## src/rtl/if_prefetch_queue_pkg.sv

```systemverilog
// if_prefetch_queue_pkg: shared widths and the {pc, instr} queue entry type.
package if_prefetch_queue_pkg;
  localparam int XLEN = 32;
  localparam logic [XLEN-1:0] PC_INCR = 1;
  localparam int ENTRY_W = 2 * XLEN;
  typedef struct packed {
    logic [XLEN-1:0] pc;
    logic [XLEN-1:0] instr;
  } fetch_entry_t;
endpackage

```

## src/rtl/if_prefetch_queue_fetch_fifo.sv

```systemverilog
// fetch_fifo: DEPTH-entry queue of fetch entries with synchronous flush; head read combinationally.
module fetch_fifo
  import if_prefetch_queue_pkg::*;
#(
  parameter int DEPTH = 4
) (
  input  logic                       clk,
  input  logic                       rst,
  input  logic                       flush,
  input  logic                       wr_en,
  input  fetch_entry_t               wr_data,
  input  logic                       rd_en,
  output fetch_entry_t               rd_data,
  output logic [$clog2(DEPTH+1)-1:0] count
);
  localparam int AW = $clog2(DEPTH);
  localparam int CW = $clog2(DEPTH + 1);
  logic [ENTRY_W-1:0] mem [DEPTH];
  logic [AW-1:0] wr_ptr, rd_ptr;
  assign rd_data = fetch_entry_t'(mem[rd_ptr]);
  always_ff @(posedge clk) begin
    if (!rst || flush) begin
      wr_ptr <= '0;
      rd_ptr <= '0;
      count  <= '0;
    end else begin
      if (wr_en) wr_ptr <= wr_ptr + AW'(1);
      if (rd_en) rd_ptr <= rd_ptr + AW'(1);
      count <= count + CW'(wr_en) - CW'(rd_en);
    end
  end
  always_ff @(posedge clk)
    if (wr_en) mem[wr_ptr] <= wr_data;
endmodule

```

## src/rtl/if_prefetch_queue.sv

```systemverilog
// if_prefetch_queue: issues in-order word fetches, buffers {pc, instr} responses, flushes on redirect.
module if_prefetch_queue
  import if_prefetch_queue_pkg::*;
#(
  parameter int              DEPTH    = 4,
  parameter int              MAX_OUT  = 2,
  parameter logic [XLEN-1:0] RESET_PC = '0
) (
  input  logic            clk,
  input  logic            rst,
  input  logic            redirect,
  input  logic [XLEN-1:0] redirect_pc,
  input  logic            halt,
  output logic            imem_req_valid,
  output logic [XLEN-1:0] imem_req_addr,
  input  logic            imem_req_ready,
  input  logic            imem_rsp_valid,
  input  logic [XLEN-1:0] imem_rsp_data,
  output logic            deq_valid,
  output logic [XLEN-1:0] deq_pc,
  output logic [XLEN-1:0] deq_pc_plus1,
  output logic [XLEN-1:0] deq_instr,
  input  logic            deq_ready
);
  localparam int CW = $clog2(DEPTH + 1);
  logic [CW-1:0] count, outstanding, drop_cnt;
  logic [CW:0] live;
  logic [XLEN-1:0] fetch_pc, rsp_pc;
  logic req_fire, rsp_fire, enq, deq;
  fetch_entry_t head;
  // Stale in-flight requests will be dropped, so only live ones reserve a slot.
  assign live = {1'b0, outstanding} - {1'b0, drop_cnt} + {1'b0, count};
  assign imem_req_valid = rst & !redirect & !halt & (live < (CW+1)'(DEPTH)) & (outstanding < CW'(MAX_OUT));
  assign imem_req_addr = fetch_pc;
  assign req_fire = imem_req_valid & imem_req_ready;
  assign rsp_fire = imem_rsp_valid & (outstanding != '0);
  assign enq = rsp_fire & (drop_cnt == '0) & !redirect;
  assign deq_valid = rst & (count != '0);
  assign deq = deq_valid & deq_ready & !redirect;
  assign deq_pc = head.pc;
  assign deq_pc_plus1 = head.pc + PC_INCR;
  assign deq_instr = head.instr;
  fetch_fifo #(.DEPTH(DEPTH)) u_fifo (
    .clk     (clk),
    .rst     (rst),
    .flush   (redirect),
    .wr_en   (enq),
    .wr_data ('{pc: rsp_pc, instr: imem_rsp_data}),
    .rd_en   (deq),
    .rd_data (head),
    .count   (count)
  );
  always_ff @(posedge clk) begin
    if (!rst) begin
      fetch_pc    <= RESET_PC;
      rsp_pc      <= RESET_PC;
      outstanding <= '0;
      drop_cnt    <= '0;
    end else begin
      outstanding <= outstanding + CW'(req_fire) - CW'(rsp_fire);
      if (redirect) begin
        fetch_pc <= redirect_pc;
        rsp_pc   <= redirect_pc;
        drop_cnt <= outstanding - CW'(rsp_fire);
      end else begin
        if (req_fire) fetch_pc <= fetch_pc + PC_INCR;
        if (enq) rsp_pc <= rsp_pc + PC_INCR;
        if (rsp_fire && drop_cnt != '0) drop_cnt <= drop_cnt - CW'(1);
      end
    end
  end
  always_ff @(posedge clk)
    if (rst) begin
      assert (count <= CW'(DEPTH));
      assert (outstanding <= CW'(MAX_OUT));
      assert (drop_cnt <= outstanding);
      assert (!(imem_rsp_valid && outstanding == '0));
    end
endmodule

```

## config.mk

```make
export PLATFORM = sky130hd
export DESIGN_NAME = if_prefetch_queue
export DESIGN_NICKNAME = d
export VERILOG_FILES = /design/src/rtl/if_prefetch_queue_pkg.sv /design/src/rtl/if_prefetch_queue_fetch_fifo.sv /design/src/rtl/if_prefetch_queue.sv
export SDC_FILE = /design/constraint.sdc
export NUM_CORES = 1
export LEC_CHECK = 0
export CAP_MARGIN = 0
export CORE_MARGIN = 2
export CORE_UTILIZATION = 50
export CTS_CLUSTER_DIAMETER = 50
export DETAILED_ROUTE_END_ITERATION = 10
export GPL_TIMING_DRIVEN = 0
export PLACE_DENSITY = 0.83
export SYNTH_ARGS = -nofsm -noshare
export SYNTH_HDL_FRONTEND = slang
export SYNTH_HIERARCHICAL = 1
export SYNTH_SLANG_ARGS = --single-unit
```

## constraint.sdc

```tcl
create_clock -name clk -period 3.7 [get_ports clk]
set_input_delay 0.74 -clock clk [delete_from_list [all_inputs] [get_ports clk]]
set_output_delay 0.74 -clock clk [all_outputs]
set_load 0.005 [all_outputs]
```

==> results of run 1 <==
[cells in the mapped netlist, types with 19 or more instances]
master,count,area (um2)
edfxtp_1,256,7690
dfxtp_1,79,1580
mux4_2,60,1350
nand2_1,46,173
xnor2_1,45,394
a21oi_1,40,200
o21ai_0,39,195
nand3_1,38,190
inv_1,36,135
clkbuf_1,28,105
nor2_1,27,101
xor2_1,25,219
ha_1,19,238
[sequential cells by signal (all words and copies together), names as in the netlist, named ones only]
name / count
u_fifo/rd_ptr: 2
outstanding: 3
drop_cnt: 3
u_fifo/wr_ptr: 2
rsp_pc: 32
u_fifo/mem: 256
imem_req_addr: 32
u_fifo/count: 3
[how the worst max path moves through the flow]
stage | start | endpoint | cells after the start
6_report | outstanding[1] | imem_req_valid | 10
2_1_floorplan | outstanding[1] | outstanding[2] | 15
5_1_grt | outstanding[1] | imem_req_valid | 10
4_1_cts | flop | deq_pc_plus1[8] | 8
3_5_place_dp | flop | deq_pc_plus1[31] | 10
3_3_place_gp | redirect | u_fifo/mem[0][10] | 5
[routing by layer]
layer / track usage / vias to the layer above / wire length [um] / part of all wire
met2: 0.373 / 541 / 16500 / 0.47
met1: 0.323 / 4730 / 14600 / 0.42
met4: 0.0651 / 0 / 888 / 0.025
li1: - / 4310 / - / -
met3: 0.0388 / 71 / 3140 / 0.089
met5: 0 / - / 0 / 0
[critical path, delay by kind of cell (launching register included)]
family,cells,cell delay (ps)
AOI/OAI and AO/OA,2,520
DFF,1,370
and+or+nand+nor,2,300
adders and majority gates,2,770
buffers and inverters,4,430
[power by group through the flow]
stage | clock [mW] | combinational (mW) | sequential (mW)
floorplan | 0 | 0.631 | 4.39
finish | 3.55 | 1.24 | 4.36
CTS | 3.58 | 1.23 | 4.36
detailed placement | 0 | 1.17 | 4.43
global route | 3.73 | 1.34 | 4.37
global placement | 0 | 1.13 | 4.43
[cell families after synthesis]
group | Yosys count
mux | 71
fa+ha+maj | 23
xor+xnor | 71
compound gates | 149
simple gates | 228
buf+inv | 81
flops | 335
[timing repair]
item / CTS / global route
setup buffers: 31 / 1
hold buffers: 0 / 0
gates resized for setup: 73 / 10
pin swaps: 4 / 1
endpoints found under the setup margin: 29 / 14
[cell type report]
type,count,area (um2)
Tap cell,384,480
Buffer,41,315
Sequential cell,335,9280
Timing Repair Buffer,236,2320
Inverter,37,139
Multi-Input combinational cell,542,4790
Clock inverter,24,194
Clock buffer,44,993
Fill cell,2044,10000
[stage by stage]
stage	setup WS, ps	instance area (um2)
5_1_grt	-99.6	18500
3_5_place_dp	-362	17000
4_1_cts	2.95	18500
6_report	37.0	18500
3_3_place_gp	-1820	16900
2_1_floorplan	241	14400
==> reports/qor.txt, run 1 <==
Worst Hold Path EP - imem_req_addr[27]
Die H - 174 um
Syn Area/Cell - 15.0 um2
worst-skew pair later-pin latency - 530 ps
max_slew headroom - 0.396
Crit path largest cell delay - 500 ps
RSZ-0062 raised after global routing - yes
Synth Instances - 958
Final setup viols - 0
layout cell share with drive strength beyond 1 - 0.172
Seq/Total Area, Yosys - 0.644
crit-path cells - inv_2, fa_1, inv_1, ha_1, and3b_2, o211a_4, clkbuf_2, o21ai_0, nor3b_1, buf_2
Clock Skew - 11.4 ps
Syn Nets - 1,052
Adder-Cell Fraction of Synth Area - 0.0221
Post-Synth XOR/XNOR Area - 0.0443
Hold Path Class - flop to flop
largest family of logic cells by synthesized area - multiplexers
Core Box Area - 28,500 um2
Crit Reg-Reg Endpoint - outstanding[2]
GP Congestion - 0.885
Net Sw Frac - 0.249
most common cell after layout, fill and taps aside - edfxtp_1
dpl cells - 1,546
Tcrit/Tclk final - 0.990
largest net degree at the start of global routing - 56
placed wire-length estimate - 23,100 um
Overall Power - 9.15 mW
Final Util - 0.648
CTS tree - done
nets - 1,324
aggregate negative setup slack - 0 ps
DR iter-0 viols - 850
Reg2Reg Depth - 15
Synth async-reset ratio - 0
Pre-antenna DRT Iters - 5
Final Slew Violations - 0
ys flop type - edfxtp_1
vias in the first global route - 9,530
vias - 9,652
Post-DRT Antenna Nets - 0
leakage power - 6.08 nW
clock power share - 0.388
status - complete, no violations
max capacitance violation total - 0
critical path startpoint category - flop
post-synthesis simple-gate area fraction - 0.0885
Max VDD drop - 333 uV
Least-Margin Pin Slew - 898 ps
Worst R2R Setup Slack - 260 ps
Seq cells post-synth - 335
Yosys warning total - 6
most frequent cells in the layout - edfxtp_1 (256), clkdlybuf4s50_1 (175), dfxtp_1 (76)
Combinational Power Share - 0.136
Crit Path Max Fanout - 10
cell internal pwr - 6.87 mW
synth unique cells - 59
Post-synth EDFFs - 256
Layout Cells excl Fill - 1,643
Total Wirelength - 35,100 um
DR WL/cell - 21.4 um
CP Data Arrival Time - 2920 ps
Net Sw Power - 2.28 mW
post-synthesis compound-gate area fraction - 0.0652
clk sink count - 335
global-route wire length before repair - 53,900 um
Overall Global Routing Usage - 0.229
Mapped Area - 14,400 um2
sequential power share - 0.476
area delta synth->final - 28.7%
Initial Utilization - 0.504
TritonCTS buffer count - 37
Port Buf Inserts - 200
post-synthesis mux area share - 0.106
I/O pins - 201
Die W - 174 um
critical path endpoint category - output pin
worst hold margin - 535 ps
Root Buffer Master - clkbuf_16
power per cell area - 494 nW/um2
hold path depth - 1
num rows - 62
area of the die - 30,100 um2
final hold viol count - 0
RR Startpoint - outstanding[1]
Setup CP Type - flop to output pin
slowest CP cell - fa_1
grt ovf - 0
H-Tree Depth - 2
initial antenna violation count - 0
via density per instance - 5.87
antenna cells - 0
Tmin final - 3660 ps
DR DRC count - 0
FMAX - 0.273 GHz
Clock Tree Buf Depth - 3
clock-pin slew on the worst setup and hold paths - 60 ps
worst hold path startpoint - imem_req_addr[27]
Req. time, crit path - 2960 ps
(Power assumes the default switching activity.)
==> inputs of run 2 (changes only) <==
- CELL_PAD_IN_SITES_DETAIL_PLACEMENT: not set -> 0
- CELL_PAD_IN_SITES_GLOBAL_PLACEMENT: not set -> 1
- CORE_UTILIZATION: 50 -> 41
- PLACE_DENSITY: 0.83 -> 0.82
==> run 2 against run 1 <==
  * Critical path type unchanged
  * Worst hold slack worse by 3.8 ps
  * Routed wire length down 0.11%
  * Die area up 21%
  * Worst setup slack better by 29 ps
  * Critical path depth unchanged
  * Combinational power about the same
==> reports/qor.txt, run 2 (same netlist as run 1, synthesis figures left out) <==
final hold viol count - 0 (unchanged)
vias - 9,372 (-2.9%)
most frequent cells in the layout - edfxtp_1 (256), clkdlybuf4s50_1 (177), dfxtp_1 (76)
CTS tree - done
area delta synth->final - 30.3%
Final setup viols - 0 (unchanged)
largest net degree at the start of global routing - 59 (+5.4%)
Root Buffer Master - clkbuf_16
cell internal pwr - 7.02 mW (+2.2%)
Placed Area - 17,100 um2 (+0.52%)
Hold Path Class - flop to flop
antenna cells - 0 (unchanged)
Port Buf Inserts - 200 (unchanged)
Hold-fix buffers, CTS - 0 (unchanged)
DR WL/cell - 20.4 um (-4.4%)
Setup CP Type - flop to output pin
slowest CP cell - fa_1
worst-skew pair later-pin latency - 530 ps (about the same)
placed wire-length estimate - 23,700 um (+2.9%)
Post-DRT Antenna Nets - 0 (unchanged)
GP Congestion - 0.841 (-5.0%)
Tcrit/Tclk final - 0.982 (-0.00783)
global-route wire length before repair - 52,800 um (-2.0%)
Max VDD drop - 329 uV (-1.1%)
Total Wirelength - 35,100 um (-0.11%)
Overall Global Routing Usage - 0.189 (-0.0401)
leakage power - 6.14 nW (+1.1%)
num rows - 68 (+9.7%)
Layout Cells excl Fill - 1,716 (+4.4%)
clk sink count - 335 (unchanged)
Overall Power - 9.27 mW (+1.3%)
Combinational Power Share - 0.136 (about the same)
I/O pins - 201 (unchanged)
Clock Skew - 21.6 ps (+10.1 ps)
largest reg by FF count - u_fifo/mem
layout cell share with drive strength beyond 1 - 0.178 (+0.00687)
nets - 1,330 (+0.45%)
max reg flops - 256 (unchanged)
Clock Tree Buf Depth - 3 (unchanged)
H-Tree Depth - 2 (unchanged)
DR iter-0 viols - 662 (-22%)
Die H - 191 um (+10%)
clock-pin slew on the worst setup and hold paths - 60 ps (about the same)
via density per instance - 5.46 (-7.0%)
crit-path cells - inv_1, fa_1, inv_1, ha_1, and3b_2, nor4_4, clkbuf_8, o21ai_0, nor3b_1, buf_2
max capacitance violation total - 0 (unchanged)
Crit Path Max Fanout - 2 (-8)
power per cell area - 494 nW/um2 (about the same)
CP Data Arrival Time - 2890 ps (-30 ps)
fillers - 2,819 (+38%)
Least-Margin Pin Slew - 831 ps (-66.6 ps)
Req. time, crit path - 2960 ps (about the same)
Design Area, Final - 18,700 um2 (+1.3%)
status - complete, no violations
Initial Utilization - 0.416 (-0.0875)
most used cell, CP - inv_1
initial antenna violation count - 0 (unchanged)
most common cell after layout, fill and taps aside - edfxtp_1
dpl cells - 1,617 (+4.6%)
area of the die - 36,600 um2 (+21%)
RSZ-0062 raised after global routing - yes
sequential power share - 0.470 (-0.006)
critical path startpoint category - flop
Tmin final - 3630 ps (-29.0 ps)
grt ovf - 0 (unchanged)
Crit path largest cell delay - 530 ps (+30 ps)
vias in the first global route - 9,149 (-4.0%)
Core Box Area - 34,500 um2 (+21%)
FMAX - 0.275 GHz (+0.80%)
aggregate negative setup slack - 0 ps (unchanged)
Crit path max-delay family - adder cells
Net Sw Power - 2.25 mW (-1.2%)
crit path buf inv count - 4 (unchanged)
DR DRC count - 0 (unchanged)
max_slew headroom - 0.440 (+0.0441)
Net Sw Frac - 0.243 (-0.00630)
Pre-antenna DRT Iters - 6 (+1)
Final Slew Violations - 0 (unchanged)
clock power share - 0.394 (+0.006)
TritonCTS buffer count - 38 (+2.7%)
critical path endpoint category - output pin
Die W - 191 um (+10%)
run 2: final timing paths:
check | start | endpoint | slack, ps | cells after the start
hold / removal | imem_req_addr[6] | imem_req_addr[6] | 530 | 2
setup reg to reg | u_fifo/count[1] | outstanding[2] | 240 | 15
setup / recovery | u_fifo/count[1] | imem_req_valid | 70 | 10
hold reg to reg | imem_req_addr[6] | imem_req_addr[6] | 530 | 2
run 2: worst register-to-register path, stage by stage, from the launching register on:
cell      delay (ps)
dfxtp_2          320
inv_1             50
fa_1             530
inv_1             40
ha_1             270
and3b_2          230
nor4_4           290
buf_4            230
o211ai_1         180
ha_1             330
inv_1             60
ha_1             130
inv_1             40
fa_1             380
xnor2_1          190
nor2_1            50
run 2: what timing repair did:
item                                    CTS  global route
cloned                                    0             2
endpoints found under the setup margin   31            14
buffers inserted                         31             4
pin swaps                                13             2
gates resized for setup                  79            18
hold endpoints to repair                  0             0
run 2: layer usage:
layer  wire length (um)  global-route usage  vias up
met2              16400               0.302      340
li1                   -                   -     4316
met5                  0                   0        -
met1              15400               0.263     4666
met3               2570              0.0389       50
met4                756              0.0541        0
run 2: area by class of cell:
class | count | area [um2] | area share
Sequential cell | 335 | 9280 | 0.495
Multi-Input combinational cell | 542 | 4810 | 0.257
Timing Repair Buffer | 241 | 2410 | 0.128
Clock buffer | 45 | 998 | 0.0533
Tap cell | 455 | 569 | 0.0304
Buffer | 41 | 319 | 0.0170
Clock inverter | 20 | 228 | 0.0121
Inverter | 37 | 139 | 0.00741
run 2: power groups by stage:
stage | clock, mW | combinational, mW | sequential, mW
floorplan | 0 | 0.631 | 4.39
global placement | 0 | 1.15 | 4.43
detailed placement | 0 | 1.18 | 4.43
CTS | 3.71 | 1.26 | 4.35
global route | 3.87 | 1.38 | 4.37
finish | 3.65 | 1.26 | 4.35
run 2: through the flow:
| stage | hold WS [ps] | utilization | worst slack [ps] |
|---|---|---|---|
| 6_report | 531 | 0.543 | 65.9 |
| 5_1_grt | 542 | 0.543 | -43.1 |
| 4_1_cts | 522 | 0.540 | 2.28 |
| 3_5_place_dp | 522 | 0.494 | -471 |
| 3_3_place_gp | 518 | 0.491 | -1990 |
| 2_1_floorplan | 460 | - | 241 |
==> inputs of run 3 (changes only) <==
- PLACE_DENSITY: 0.82 -> not set
- PLACE_DENSITY_LB_ADDON: not set -> 0.1
- SYNTH_HIERARCHICAL: 1 -> not set
==> run 3 against run 2 <==
  * Die area is 0.55% lower
  * Critical path depth decreased by 2
  * Flip-flop and latch count stayed put
  * Clock skew is 3.5 ps lower
  * Worst hold slack worse by 12 ps
  * Sequential share of layout area decreased by 0.066 points
  * Highest routed layer unchanged
  * Sequential power about the same
  * Total power increased by 0.27%
  * Synthesized cell count is 2.9% higher
  * Routed wire length up 0.52%
  * Worst setup slack improved by 12 ps
  * Cell count up 2.3%
==> reports/qor.txt, run 3 <==
status - complete, no violations
Final WS setup - 77.7 ps (+11.8 ps)
initial antenna violation count - 0 (unchanged)
Final setup viols - 0 (unchanged)
Syn Area/Cell - 14.5 um2 (-3.4%)
Mapped Area - 14,300 um2 (-0.57%)
grt ovf - 0 (unchanged)
Crit path max-delay family - buffers and inverters
synth top area cells - edfxtp_1 (54%), dfxtp_1 (11%), mux4_2 (10%), xnor2_1 (3.1%), nand2_1 (1.8%)
DR iter-0 viols - 518 (-22%)
num rows - 68 (unchanged)
final hold viol count - 0 (unchanged)
crit-path cells - buf_12, bufbuf_16, mux4_2, nand2_1, nor2_4, nand2_1, xnor2_1, clkdlybuf4s50_1
worst hold path startpoint - u_fifo.wr_ptr[1]
Overall Power - 9.29 mW (+0.27%)
Crit path largest cell delay - 600 ps (+70 ps)
RR Startpoint - u_fifo.count[1]
Pre-antenna DRT Iters - 5 (-1)
worst-skew pair later-pin latency - 510 ps (-20 ps)
worst hold margin - 520 ps (-11.6 ps)
Max VDD drop - 321 uV (-2.5%)
Seq/Total Area, Yosys - 0.648 (+0.00366)
sequential cell area - 9280 um2 (about the same)
vias - 9,271 (-1.1%)
power per cell area - 495 nW/um2 (+0.11%)
critical path startpoint category - flop
Setup CP Type - flop to output pin
Hold Path Class - flop to flop
max_slew headroom - 0.182 (-0.258)
max capacitance violation total - 0 (unchanged)
H-Tree Depth - 2 (unchanged)
TritonCTS buffer count - 38 (unchanged)
Die H - 191 um (-0.28%)
Crit Path Max Fanout - 5 (+3)
Port Buf Inserts - 198 (-1.0%)
Tcrit/Tclk final - 0.979 (-0.00318)
top-count cell post-synth - edfxtp_1
global-route wire length before repair - 54,500 um (+3.3%)
Total Wirelength - 35,300 um (+0.52%)
max reg flops - 256 (unchanged)
Synth async-reset ratio - 0 (unchanged)
CTS tree - done
antenna cells - 0 (unchanged)
Clock Skew - 18.0 ps (-3.55 ps)
crit path buf inv count - 3 (-1)
area delta synth->final - 31.3%
FMAX - 0.276 GHz (+0.32%)
area of the die - 36,400 um2 (-0.55%)
GP Congestion - 0.818 (-2.7%)
CP Data Arrival Time - 2880 ps (about the same)
vias in the first global route - 9,489 (+3.7%)
Post-DRT Antenna Nets - 0 (unchanged)
layout cell share with drive strength beyond 1 - 0.185 (+0.00695)
most common cell after layout, fill and taps aside - edfxtp_1
Tmin final - 3620 ps (-11.8 ps)
DR WL/cell - 20.1 um (-1.7%)
clk sink count - 335 (unchanged)
Die W - 191 um (-0.28%)
Core Box Area - 34,500 um2 (-0.25%)
Syn Nets - 1,080 (+2.7%)
nets - 1,365 (+2.6%)
Initial Utilization - 0.415 (-0.00133)
Overall Global Routing Usage - 0.196 (+0.00700)
critical path endpoint category - output pin
Place WS - -403 ps (+67.3 ps)
I/O pins - 201 (unchanged)
Clock Tree Buf Depth - 3 (unchanged)
aggregate negative setup slack - 0 ps (unchanged)
placed wire-length estimate - 24,400 um (+2.6%)
Root Buffer Master - clkbuf_16
leakage power - 6.22 nW (+1.2%)
Req. time, crit path - 2960 ps (about the same)
Hold-fix buffers, CTS - 0 (unchanged)
Yosys warning total - 0 (-6)
via density per instance - 5.28 (-3.3%)
clock-pin slew on the worst setup and hold paths - 60 ps (about the same)
most frequent cells in the layout - edfxtp_1 (256), clkdlybuf4s50_1 (172), dfxtp_1 (76)
ys flop type - edfxtp_1
slowest CP cell - mux4_2
synth unique cells - 66 (+12%)
Synth Instances - 986 (+2.9%)
largest net degree at the start of global routing - 44 (-25%)
post-synth top area share - 0.537 (+0.00304)
fillers - 2,887 (+2.4%)
Seq cells post-synth - 335 (unchanged)
Yosys top cell by area - edfxtp_1
largest reg by FF count - u_fifo.mem
most used cell, CP - nand2_1
DR DRC count - 0 (unchanged)
Post-synth EDFFs - 256 (unchanged)
RSZ-0062 raised after global routing - yes
Post-synth top cells - edfxtp_1 (256), dfxtp_1 (79), nand2_1 (69), mux4_2 (64), nor2_1 (57)
multi-input logic area - 4810 um2 (about the same)
Least-Margin Pin Slew - 1220 ps (+387 ps)
Final Slew Violations - 0 (unchanged)
-- run 3: changes by cell type after synthesis, sizes merged, moves of 6 or more --
cell | previous run | this run
nor2 | 27 | 57
nand2 | 46 | 69
and2 | 7 | 20
o211ai | 14 | 1
nor4 | 17 | 6
a21oi | 40 | 49
o2111ai | 9 | 0
o21ai | 39 | 48
and3 | 13 | 6
xnor2 | 45 | 51
xor2 | 25 | 19
-- run 3: routing by layer --
layer	up-vias	wire (um)	GRT usage
met1	4612	15100	0.255
met4	0	712	0.0549
met5	-	0	0
li1	4352	-	-
met2	256	17500	0.340
met3	51	1950	0.0318
-- run 3: power breakdown --
part	leakage [nW]	total (mW)	internal, mW	switching, mW
Clock	0.621	3.68	2.20	1.48
Sequential	2.98	4.37	4.24	0.131
Combinational	2.62	1.24	0.630	0.610
Total	6.22	9.29	7.07	2.22
-- run 3: timing repair --
item,in CTS,in global routing
cloned,3,0
pin swaps,14,6
setup endpoints to repair,63,35
hold endpoints to repair,0,0
buffers inserted,28,14
gates resized for setup,67,24
-- run 3: stage by stage --
stage,area (um2),cells,utilization
2_1_floorplan,14300,986,-
3_3_place_gp,16900,1639,0.489
3_5_place_dp,17000,1643,0.492
4_1_cts,18700,1742,0.542
5_1_grt,18800,1755,0.545
6_report,18800,1755,0.545
-- run 3: tightest hold or removal path, cell delays in order, from the launching register on --
cell and delay, ps:
dfxtp_1 330, o21ai_0 80, a21oi_1 60
-- run 3: final cells by class --
type,count,share of cell area
Sequential cell,335,0.494
Multi-Input combinational cell,576,0.256
Timing Repair Buffer,247,0.132
Clock buffer,44,0.0540
Tap cell,455,0.0303
Buffer,41,0.0144
Clock inverter,25,0.0125
Inverter,32,0.00640
-- run 3: logic make-up after synthesis --
| group | share of synthesized area |
|---|---|
| DFF | 0.648 |
| and+or+nand+nor | 0.0995 |
| AOI/OAI and AO/OA | 0.0602 |
| buffers and inverters | 0.0241 |
| xor gates and xnor gates | 0.0429 |
| muxes | 0.103 |
| adders and majority gates | 0.0222 |
-- run 3: path summary, 6_finish.rpt --
check | end | slack (ps) | cells past startpoint
worst min-delay path | u_fifo.wr_ptr[1] | 520 | 2
worst min register to register | u_fifo.wr_ptr[1] | 520 | 2
worst max register to register | outstanding[1] | 130 | 14
worst max-delay path | deq_pc_plus1[12] | 80 | 8
